===== src/rtl/vscale_mem_arbiter_pkg.sv =====
// vscale_mem_arbiter_pkg
//   Shared constants and types for the vscale memory arbiter.
//   - Bus-level codes: HTRANS_IDLE/NONSEQ, HSIZE byte/half/word, HRESP_ERROR.
//   - Data-phase owner encoding (2 bits): OWNER_NONE / OWNER_I / OWNER_D.
//   - addr_misaligned(): alignment test used when VSCALE_ARB_MISALIGN_EN is defined.
package vscale_mem_arbiter_pkg;

  localparam logic [1:0] HTRANS_IDLE   = 2'b00;
  localparam logic [1:0] HTRANS_NONSEQ = 2'b10;

  localparam logic [2:0] HSIZE_BYTE = 3'd0;
  localparam logic [2:0] HSIZE_HALF = 3'd1;
  localparam logic [2:0] HSIZE_WORD = 3'd2;

  localparam logic HRESP_ERROR = 1'b1;

  localparam int OWNER_W = 2;

  typedef enum logic [OWNER_W-1:0] {
    OWNER_NONE = 2'd0,
    OWNER_I    = 2'd1,
    OWNER_D    = 2'd2
  } owner_e;

  // Low three address bits are enough for every size code up to 8 bytes.
  function automatic logic addr_misaligned(input logic [2:0] addr_lo,
                                           input logic [2:0] size);
    case (size[1:0])
      HSIZE_BYTE[1:0]: return 1'b0;
      HSIZE_HALF[1:0]: return addr_lo[0];
      HSIZE_WORD[1:0]: return |addr_lo[1:0];
      default:         return |addr_lo;
    endcase
  endfunction

endpackage


===== src/rtl/vscale_arb_port_skid.sv =====
// vscale_arb_port_skid
//   Per-port replay holder. A request that cannot be issued this cycle (lost
//   arbitration or bus stalled) is captured and presented again until granted.
//   While a replay is pending, the live request on the port is ignored.
// Ports
//   clk, reset              clock, synchronous active-high reset
//   req/addr/wen/size       live address-phase request from the core
//   grant                   candidate issued this cycle
//   pend                    replay register holds a request
//   cand_*                  candidate seen by the arbiter (replay if pend, else live)
module vscale_arb_port_skid #(
  parameter int XLEN = 32
) (
  input  logic            clk,
  input  logic            reset,
  input  logic            req,
  input  logic [XLEN-1:0] addr,
  input  logic            wen,
  input  logic [2:0]      size,
  input  logic            grant,
  output logic            pend,
  output logic            cand_valid,
  output logic [XLEN-1:0] cand_addr,
  output logic            cand_wen,
  output logic [2:0]      cand_size
);

  logic [XLEN-1:0] rp_addr;
  logic            rp_wen;
  logic [2:0]      rp_size;

  assign cand_valid = pend | req;
  assign cand_addr  = pend ? rp_addr : addr;
  assign cand_wen   = pend ? rp_wen  : wen;
  assign cand_size  = pend ? rp_size : size;

  always_ff @(posedge clk) begin
    if (reset) begin
      pend <= 1'b0;
    end else if (grant) begin
      pend <= 1'b0;
    end else if (cand_valid) begin
      pend <= 1'b1;
    end
  end

  // Re-capturing the replay value onto itself while pending is harmless and
  // keeps the load enable simple.
  always_ff @(posedge clk) begin
    if (cand_valid && !grant) begin
      rp_addr <= cand_addr;
      rp_wen  <= cand_wen;
      rp_size <= cand_size;
    end
  end

endmodule


===== src/rtl/vscale_mem_arbiter.sv =====
// vscale_mem_arbiter
//   Shares one pipelined (address/data phase) bus master port between the
//   instruction-fetch port (imem) and the data port (dmem). dmem has priority;
//   after D_STREAK_MAX consecutive dmem grants with imem waiting, imem wins once.
//   Optional feature macro: VSCALE_ARB_MISALIGN_EN -- misaligned candidates win
//   arbitration but are never put on the bus; they report badmem_e next cycle.
// Ports
//   clk, reset                         clock, synchronous active-high reset
//   imem_req/addr                      fetch address phase
//   imem_rdata/wait/badmem_e           fetch data phase results
//   dmem_en/wen/size/addr/wdata        data access request (wdata in data phase)
//   dmem_rdata/wait/badmem_e           data access results
//   haddr/hwrite/hsize/htrans/hwdata   bus master outputs
//   hrdata/hready/hresp                bus responses
module vscale_mem_arbiter #(
  parameter int XLEN         = 32,
  parameter int D_STREAK_MAX = 4,
  parameter int STREAK_W     = 3
) (
  input  logic            clk,
  input  logic            reset,
  input  logic            imem_req,
  input  logic [XLEN-1:0] imem_addr,
  output logic [XLEN-1:0] imem_rdata,
  output logic            imem_wait,
  output logic            imem_badmem_e,
  input  logic            dmem_en,
  input  logic            dmem_wen,
  input  logic [2:0]      dmem_size,
  input  logic [XLEN-1:0] dmem_addr,
  input  logic [XLEN-1:0] dmem_wdata,
  output logic [XLEN-1:0] dmem_rdata,
  output logic            dmem_wait,
  output logic            dmem_badmem_e,
  output logic [XLEN-1:0] haddr,
  output logic            hwrite,
  output logic [2:0]      hsize,
  output logic [1:0]      htrans,
  output logic [XLEN-1:0] hwdata,
  input  logic [XLEN-1:0] hrdata,
  input  logic            hready,
  input  logic            hresp
);

  import vscale_mem_arbiter_pkg::*;

  logic            pend_i, pend_d;
  logic            ci_valid, cd_valid;
  logic [XLEN-1:0] ci_addr, cd_addr;
  logic            ci_wen, cd_wen;
  logic [2:0]      ci_size, cd_size;

  logic            issue_ok, streak_full;
  logic            grant_i, grant_d, grant_any;
  logic [XLEN-1:0] win_addr;
  logic            win_wen;
  logic [2:0]      win_size;
  logic            win_bad;

  owner_e                dp_owner;
  logic                  dp_fault;
  logic                  dp_write;
  logic [STREAK_W-1:0]   streak;
  logic                  owner_i, owner_d;

  vscale_arb_port_skid #(.XLEN(XLEN)) u_skid_i (
    .clk        (clk),
    .reset      (reset),
    .req        (imem_req),
    .addr       (imem_addr),
    .wen        (1'b0),
    .size       (HSIZE_WORD),
    .grant      (grant_i),
    .pend       (pend_i),
    .cand_valid (ci_valid),
    .cand_addr  (ci_addr),
    .cand_wen   (ci_wen),
    .cand_size  (ci_size)
  );

  vscale_arb_port_skid #(.XLEN(XLEN)) u_skid_d (
    .clk        (clk),
    .reset      (reset),
    .req        (dmem_en),
    .addr       (dmem_addr),
    .wen        (dmem_wen),
    .size       (dmem_size),
    .grant      (grant_d),
    .pend       (pend_d),
    .cand_valid (cd_valid),
    .cand_addr  (cd_addr),
    .cand_wen   (cd_wen),
    .cand_size  (cd_size)
  );

  // Nothing issues while reset is asserted so the bus stays IDLE.
  assign issue_ok    = hready & ~reset;
  assign streak_full = (streak == STREAK_W'(D_STREAK_MAX));

  assign grant_i   = issue_ok & ci_valid & (~cd_valid | streak_full);
  assign grant_d   = issue_ok & cd_valid & ~grant_i;
  assign grant_any = grant_i | grant_d;

  assign win_addr = grant_i ? ci_addr : cd_addr;
  assign win_wen  = grant_i ? ci_wen  : cd_wen;
  assign win_size = grant_i ? ci_size : cd_size;

`ifdef VSCALE_ARB_MISALIGN_EN
  assign win_bad = addr_misaligned(win_addr[2:0], win_size);
`else
  assign win_bad = 1'b0;
`endif

  assign haddr  = win_addr;
  assign hwrite = win_wen;
  assign hsize  = win_size;
  assign htrans = (grant_any && !win_bad) ? HTRANS_NONSEQ : HTRANS_IDLE;

  always_ff @(posedge clk) begin
    if (reset) begin
      dp_owner <= OWNER_NONE;
      dp_fault <= 1'b0;
      dp_write <= 1'b0;
      streak   <= '0;
    end else begin
      // A faulted data phase never reached the bus, so it retires without hready.
      if (hready || dp_fault) begin
        dp_owner <= grant_i ? OWNER_I : (grant_d ? OWNER_D : OWNER_NONE);
        dp_fault <= grant_any & win_bad;
        dp_write <= grant_d & cd_wen;
      end
      if (grant_i) begin
        streak <= '0;
      end else if (grant_d) begin
        if (!ci_valid)
          streak <= '0;
        else if (!streak_full)
          streak <= streak + 1'b1;
      end
    end
  end

  assign owner_i = (dp_owner == OWNER_I);
  assign owner_d = (dp_owner == OWNER_D);

  assign imem_wait = ~reset & (pend_i | (owner_i & ~hready & ~dp_fault));
  assign dmem_wait = ~reset & (pend_d | (owner_d & ~hready & ~dp_fault));

  // hresp during a stalled cycle is ignored; only the completing cycle reports.
  assign imem_badmem_e = ~reset & owner_i &
                         (dp_fault | (hready & (hresp == HRESP_ERROR)));
  assign dmem_badmem_e = ~reset & owner_d &
                         (dp_fault | (hready & (hresp == HRESP_ERROR)));

  assign imem_rdata = hrdata;
  assign dmem_rdata = hrdata;
  assign hwdata     = (owner_d && dp_write) ? dmem_wdata : '0;

endmodule

===== config.mk =====
export PLATFORM = sky130hd
export DESIGN_NAME = vscale_mem_arbiter
export DESIGN_NICKNAME = d
export VERILOG_FILES = /design/src/rtl/vscale_mem_arbiter_pkg.sv /design/src/rtl/vscale_arb_port_skid.sv /design/src/rtl/vscale_mem_arbiter.sv
export SDC_FILE = /design/constraint.sdc
export NUM_CORES = 1
export LEC_CHECK = 0
export CAP_MARGIN = 10
export CORE_ASPECT_RATIO = 1.4
export CORE_UTILIZATION = 41
export DETAILED_ROUTE_END_ITERATION = 7
export PLACE_DENSITY = 0.86
export RECOVER_POWER = 25
export REMOVE_ABC_BUFFERS = 1
export SLEW_MARGIN = 20
export SYNTH_ARGS = -nofsm -noshare
export SYNTH_HDL_FRONTEND = slang
export SYNTH_SLANG_ARGS = --single-unit

===== constraint.sdc =====
create_clock -name clk -period 9.3 [get_ports clk]
set_clock_uncertainty 0.1 [all_clocks]
set_input_delay 2.79 -clock clk [delete_from_list [all_inputs] [get_ports clk]]
set_output_delay 2.79 -clock clk [all_outputs]
set_load 0.05 [all_outputs]

After elaboration in Yosys (flattened, before gate mapping)
Cells that the tools add are included.
{"block": "word_totals", "out_inout_bits": 138, "wordCells": 64, "regBits": 80}
{"block": "op_classes", "bitwise_logic": 25, "muxes": 15, "n_eq_ne": 4, "n_reduce_logical": 8, "n_addsub": 1}
{"op": "32-bit two-way mux", "count": 4}
{"op": "1-bit bitwise AND", "count": 15}
{"op": "3-bit two-way mux", "count": 5}
{"op": "2-bit two-way mux", "count": 3}
{"op": "1-bit bitwise OR", "count": 6}
{"op": "1-bit inverter", "count": 4}
{"op": "2-bit OR reduction", "count": 2}
{"op": "3-bit by 1-bit adder with 3-bit output, second input constant", "count": 1}
{"op": "3-bit equality test, second input constant", "count": 1}
{"op": "1-bit logical AND", "count": 3}
{"op": "1-bit two-way mux", "count": 3}
{"op": "2-bit by 1-bit equality test with 1-bit output, second input constant", "count": 1}
{"op": "2-bit equality test, second input constant", "count": 1}
{"op": "1-bit zero test", "count": 2}
{"op": "2-bit != test, second input constant", "count": 1}
{"op": "2-bit AND reduction", "count": 1}

Depth between registers and ports, before layout
{"block": "depth", "depth_word": 8, "ltp_mapped": 7}

By module
From an unflattened synthesis, not the netlist that was laid out.
{"block": "unflattened", "cells_unflattened": 354, "area_unflattened_um2": 4939.7}
{"module": "vscale_arb_port_skid", "cells_each": 81, "area_per_inst_um2": 1702.9, "n_inst": 2, "seq_area_each_um2": 1101.1}
{"module": "vscale_mem_arbiter", "cells_each": 192, "area_per_inst_um2": 1534.0, "n_inst": 1, "seq_area_each_um2": 120.1}

Worst setup path before layout
No wires, ideal clock.
{"block": "synth_path", "kind": "input to output", "start": "input hready", "end": "output imem_badmem_e", "path_buffers": 1, "t_arrival_ps": 4365, "cell_stages": 4, "required_ps": 6410, "path_slack_ps": 2045, "cell_sequence": "nor2b_1 > clkbuf_1 > nand2_1 > nor3b_1"}
{"block": "synth_via", "elab_chain_cells": 2}
{"element": "start, declared", "line": "vscale_mem_arbiter.sv:41", "rtl": "input logic hready,"}
{"element": "1-bit bitwise AND", "line": "vscale_mem_arbiter.sv:151", "rtl": "(dp_fault | (hready & (hresp == HRESP_ERROR)));"}
{"element": "1-bit bitwise AND", "line": "vscale_mem_arbiter.sv:150", "rtl": "assign imem_badmem_e = ~reset & owner_i &"}
{"element": "end, declared", "line": "vscale_mem_arbiter.sv:26", "rtl": "output logic imem_badmem_e,"}
No other way between the ends.

Worst setup path in the final report
{"block": "layout_path", "start": "input reset", "end": "output haddr[8]"}
{"block": "layout_via", "elab_chain_cells": 5}
{"element": "start, declared", "line": "vscale_mem_arbiter.sv:21", "rtl": "input logic reset,"}
{"element": "1-bit inverter", "line": "vscale_mem_arbiter.sv:97", "rtl": "assign issue_ok = hready & ~reset;"}
{"element": "1-bit bitwise AND", "line": "vscale_mem_arbiter.sv:97"}
{"element": "1-bit bitwise AND (2 in series)", "line": "vscale_mem_arbiter.sv:100", "rtl": "assign grant_i = issue_ok & ci_valid & (~cd_valid | streak_full);"}
{"element": "32-bit two-way mux", "line": "vscale_mem_arbiter.sv:104", "rtl": "assign win_addr = grant_i ? ci_addr : cd_addr;"}
{"element": "end, declared", "line": "vscale_mem_arbiter.sv:35", "rtl": "output logic [XLEN-1:0] haddr,"}
No other way between the ends.

==> qor.csv <==
metric,value,unit
status,"finished, violations left",
violated checks,"capacitance limit, slew limit",
Layout Utilization,58.01,%
Finish-stage setup viols,0,
Worst-Margin Slew,1.903,ns
Ports,276,
Setup CP Type,primary input to output port,
post-CTS sizing,0,
syn avg cell area,13.23,um^2
DRT Pass-1 Iters,5,
GR Overflow Total,0,
H-tree levels,3,
vias post-DR,3218,
VDD IR-drop max,0.1093,mV
Synth async-reset ratio,0,%
TritonCTS clock tree,yes,
Hold Crit Class,flip-flop to flip-flop,
Yosys cell types,36,
fill count,874,
gr usage total,23.50,%
DR DRC count,0,
Worst path slowest cell,clkdlybuf4s50_1,
#FFs+latches synth,80,
dpl cells,592,
Post-synth EDFFs,72,
synth warn,0,
cts bufs inserted,9,
CTS clock-pin slew for the worst setup and hold paths,0.06,ns
drt via density,5.310,
routed len/inst,23.20,um
initial core utilization,42.79,%
worst path cell trace,clkdlybuf4s50_1 > nand2b_1 > nor3_4 > buf_4 > mux2_2 > clkdlybuf4s50_1,
clk_lat worst skew,0.32,ns
maxcap violations,1,
Power Dens Cells,159.8,nW/um^2
buffer count from post-CTS setup fixing,0,
Final Cycle Share,89.13,%
Die W,92.47,um
hold_buf cts,0,
RSZ-0062 raised after global routing,no,
remaining antenna violation count,0,
setup TNS,0,ns
Row Count,45,
total die area,11900,um^2
Most common cell on crit path,clkdlybuf4s50_1,
Final Non-Filler Cells,606,
area delta synth->final,35.55,%
P_leak,2.258,nW
first-pass GRT wire length,20.02,mm
"Req. time, crit path",6.41,ns
Syn Std Cell Area,4698,um^2
number of diodes,0,
Slew Limit Fails,43,
initial antenna violation count,0,
final hold vios,0,
hold slack,0.3942,ns
crit path DAT,5.40,ns
NumNets Final,603,
Port Buffer Count,178,
Max Fclk,0.1206,GHz
clock buffer depth,2,
Worst path max stage delay,0.71,ns
"Seq/Total Area, Yosys",49.43,%
Die Ht,128.7,um
number of global-route vias before repair,3234,
Slew headroom,-26.86,%
CORE AREA,10980,um^2
largest net degree at the start of global routing,43,
crit end category,output port,
DR iter-0 viols,134,
GPL Wtd Cong,0.7860,
final WL,14.06,mm
clock sink count,80,
Root Buffer,clkbuf_16,
Tmin final,8.289,ns
Synth Flop Type,edfxtp_1,
nature of the critical path startpoint,primary input,
DP Wirelength,11.00,mm
ratio of cells with drive above 1 in the final layout,26.24,%
crit-path max FO,21,
Mapped Cells,355,
[cells in the mapped netlist, drive strengths merged (3+ instances only)]
library cell / number / share of area (%)
and2: 35 / 4.7
nand2b: 3 / 0.40
inv: 7 / 0.56
dfxtp: 8 / 3.4
nor2: 6 / 0.53
edfxtp: 72 / 46
a21oi: 4 / 0.43
mux2: 104 / 25
buf: 80 / 13
clkbuf: 5 / 0.40
a31oi: 3 / 0.40
nand4: 3 / 0.40
[metal layers]
| metal | up-vias | track usage (%) | part of all wire, % |
|---|---|---|---|
| li1 | 1427 | - | - |
| met1 | 1511 | 21.57 | 31 |
| met2 | 263 | 40.65 | 50 |
| met3 | 15 | 17.20 | 17 |
| met4 | 2 | 5.974 | 1.5 |
| met5 | - | 4.583 | 0.50 |
[cell type report]
class	count	area (um^2)	share of cell area (%)
clock buffers	11	232.7	3.654
clock inverters	2	33.78	0.5305
well taps	141	176.4	2.770
multi-input cells	183	1744	27.39
flip-flops and latches	80	2323	36.48
inverters	7	26.28	0.4126
repair buffers	182	1832	28.76
[registers in the layout (all words and copies together) (netlist names)]
name,flops
u_skid_d.rp_wen,1
u_skid_d.rp_addr,32
u_skid_i.rp_wen,1
dp_write,1
u_skid_d.rp_size,3
u_skid_i.pend,1
dp_owner,2
u_skid_d.pend,1
u_skid_i.rp_addr,32
streak,3
u_skid_i.rp_size,3
[path summary, 6_finish.rpt]
kind / slack, ns / startpoint / end / depth (start not counted)
max: 1.01 / reset / haddr[8] / 6
min: 0.39 / dp_write / dp_write / 2
max reg2reg: 5.67 / u_skid_i.pend / u_skid_d.rp_addr[3] / 3
min reg2reg: 0.39 / dp_write / dp_write / 2
[through the flow]
step	setup slack, ns	cell area (um^2)	power (W)
finish	1.011	6369	0.001018
global route	0.8986	6369	0.001055
CTS	1.029	6342	0.001029
detailed placement	1.033	6076	0.0007011
global placement	1.111	6076	0.0006962
floorplan	1.813	4074	0.0005978
[layout by cell type (no fill, tap or decap), types with 2 or more instances in the layout]
master	n
and2_1	33
a211oi_1	2
nor3b_1	2
edfxtp_1	72
nor2_1	4
nor2b_1	2
or2_2	2
inv_1	7
o31ai_1	2
nand4_1	3
clkdlybuf4s50_1	115
mux2_4	7
clkbuf_1	2
dfxtp_1	7
clkbuf_16	9
mux2_2	92
a31oi_1	3
and2_0	2
ha_1	2
buf_4	3
mux2_1	5
dlygate4sd3_1	63
a21oi_1	3
nand2b_1	3
[critical path, delay by kind of cell]
family | cells | cell delay [ns]
buf+inv | 3 | 1.68
simple gates | 2 | 0.52
mux | 1 | 0.39
[power breakdown]
part	total [W]	switching, W	internal, W
Sequential	0.000453	0.0000183	0.000435
Clock	0.000328	0.000125	0.000203
Combinational	0.000237	0.000123	0.000114
[cell families after synthesis]
logic type | Yosys count | share of synthesized area [%]
simple gates | 57 | 7.510
fa+ha+maj | 2 | 0.5325
compound gates | 19 | 3.116
other cells | 1 | 0.07982
buf+inv | 92 | 13.85
flops | 80 | 49.43
mux | 104 | 25.49
No activity file was read; power rests on OpenSTA's default activity.
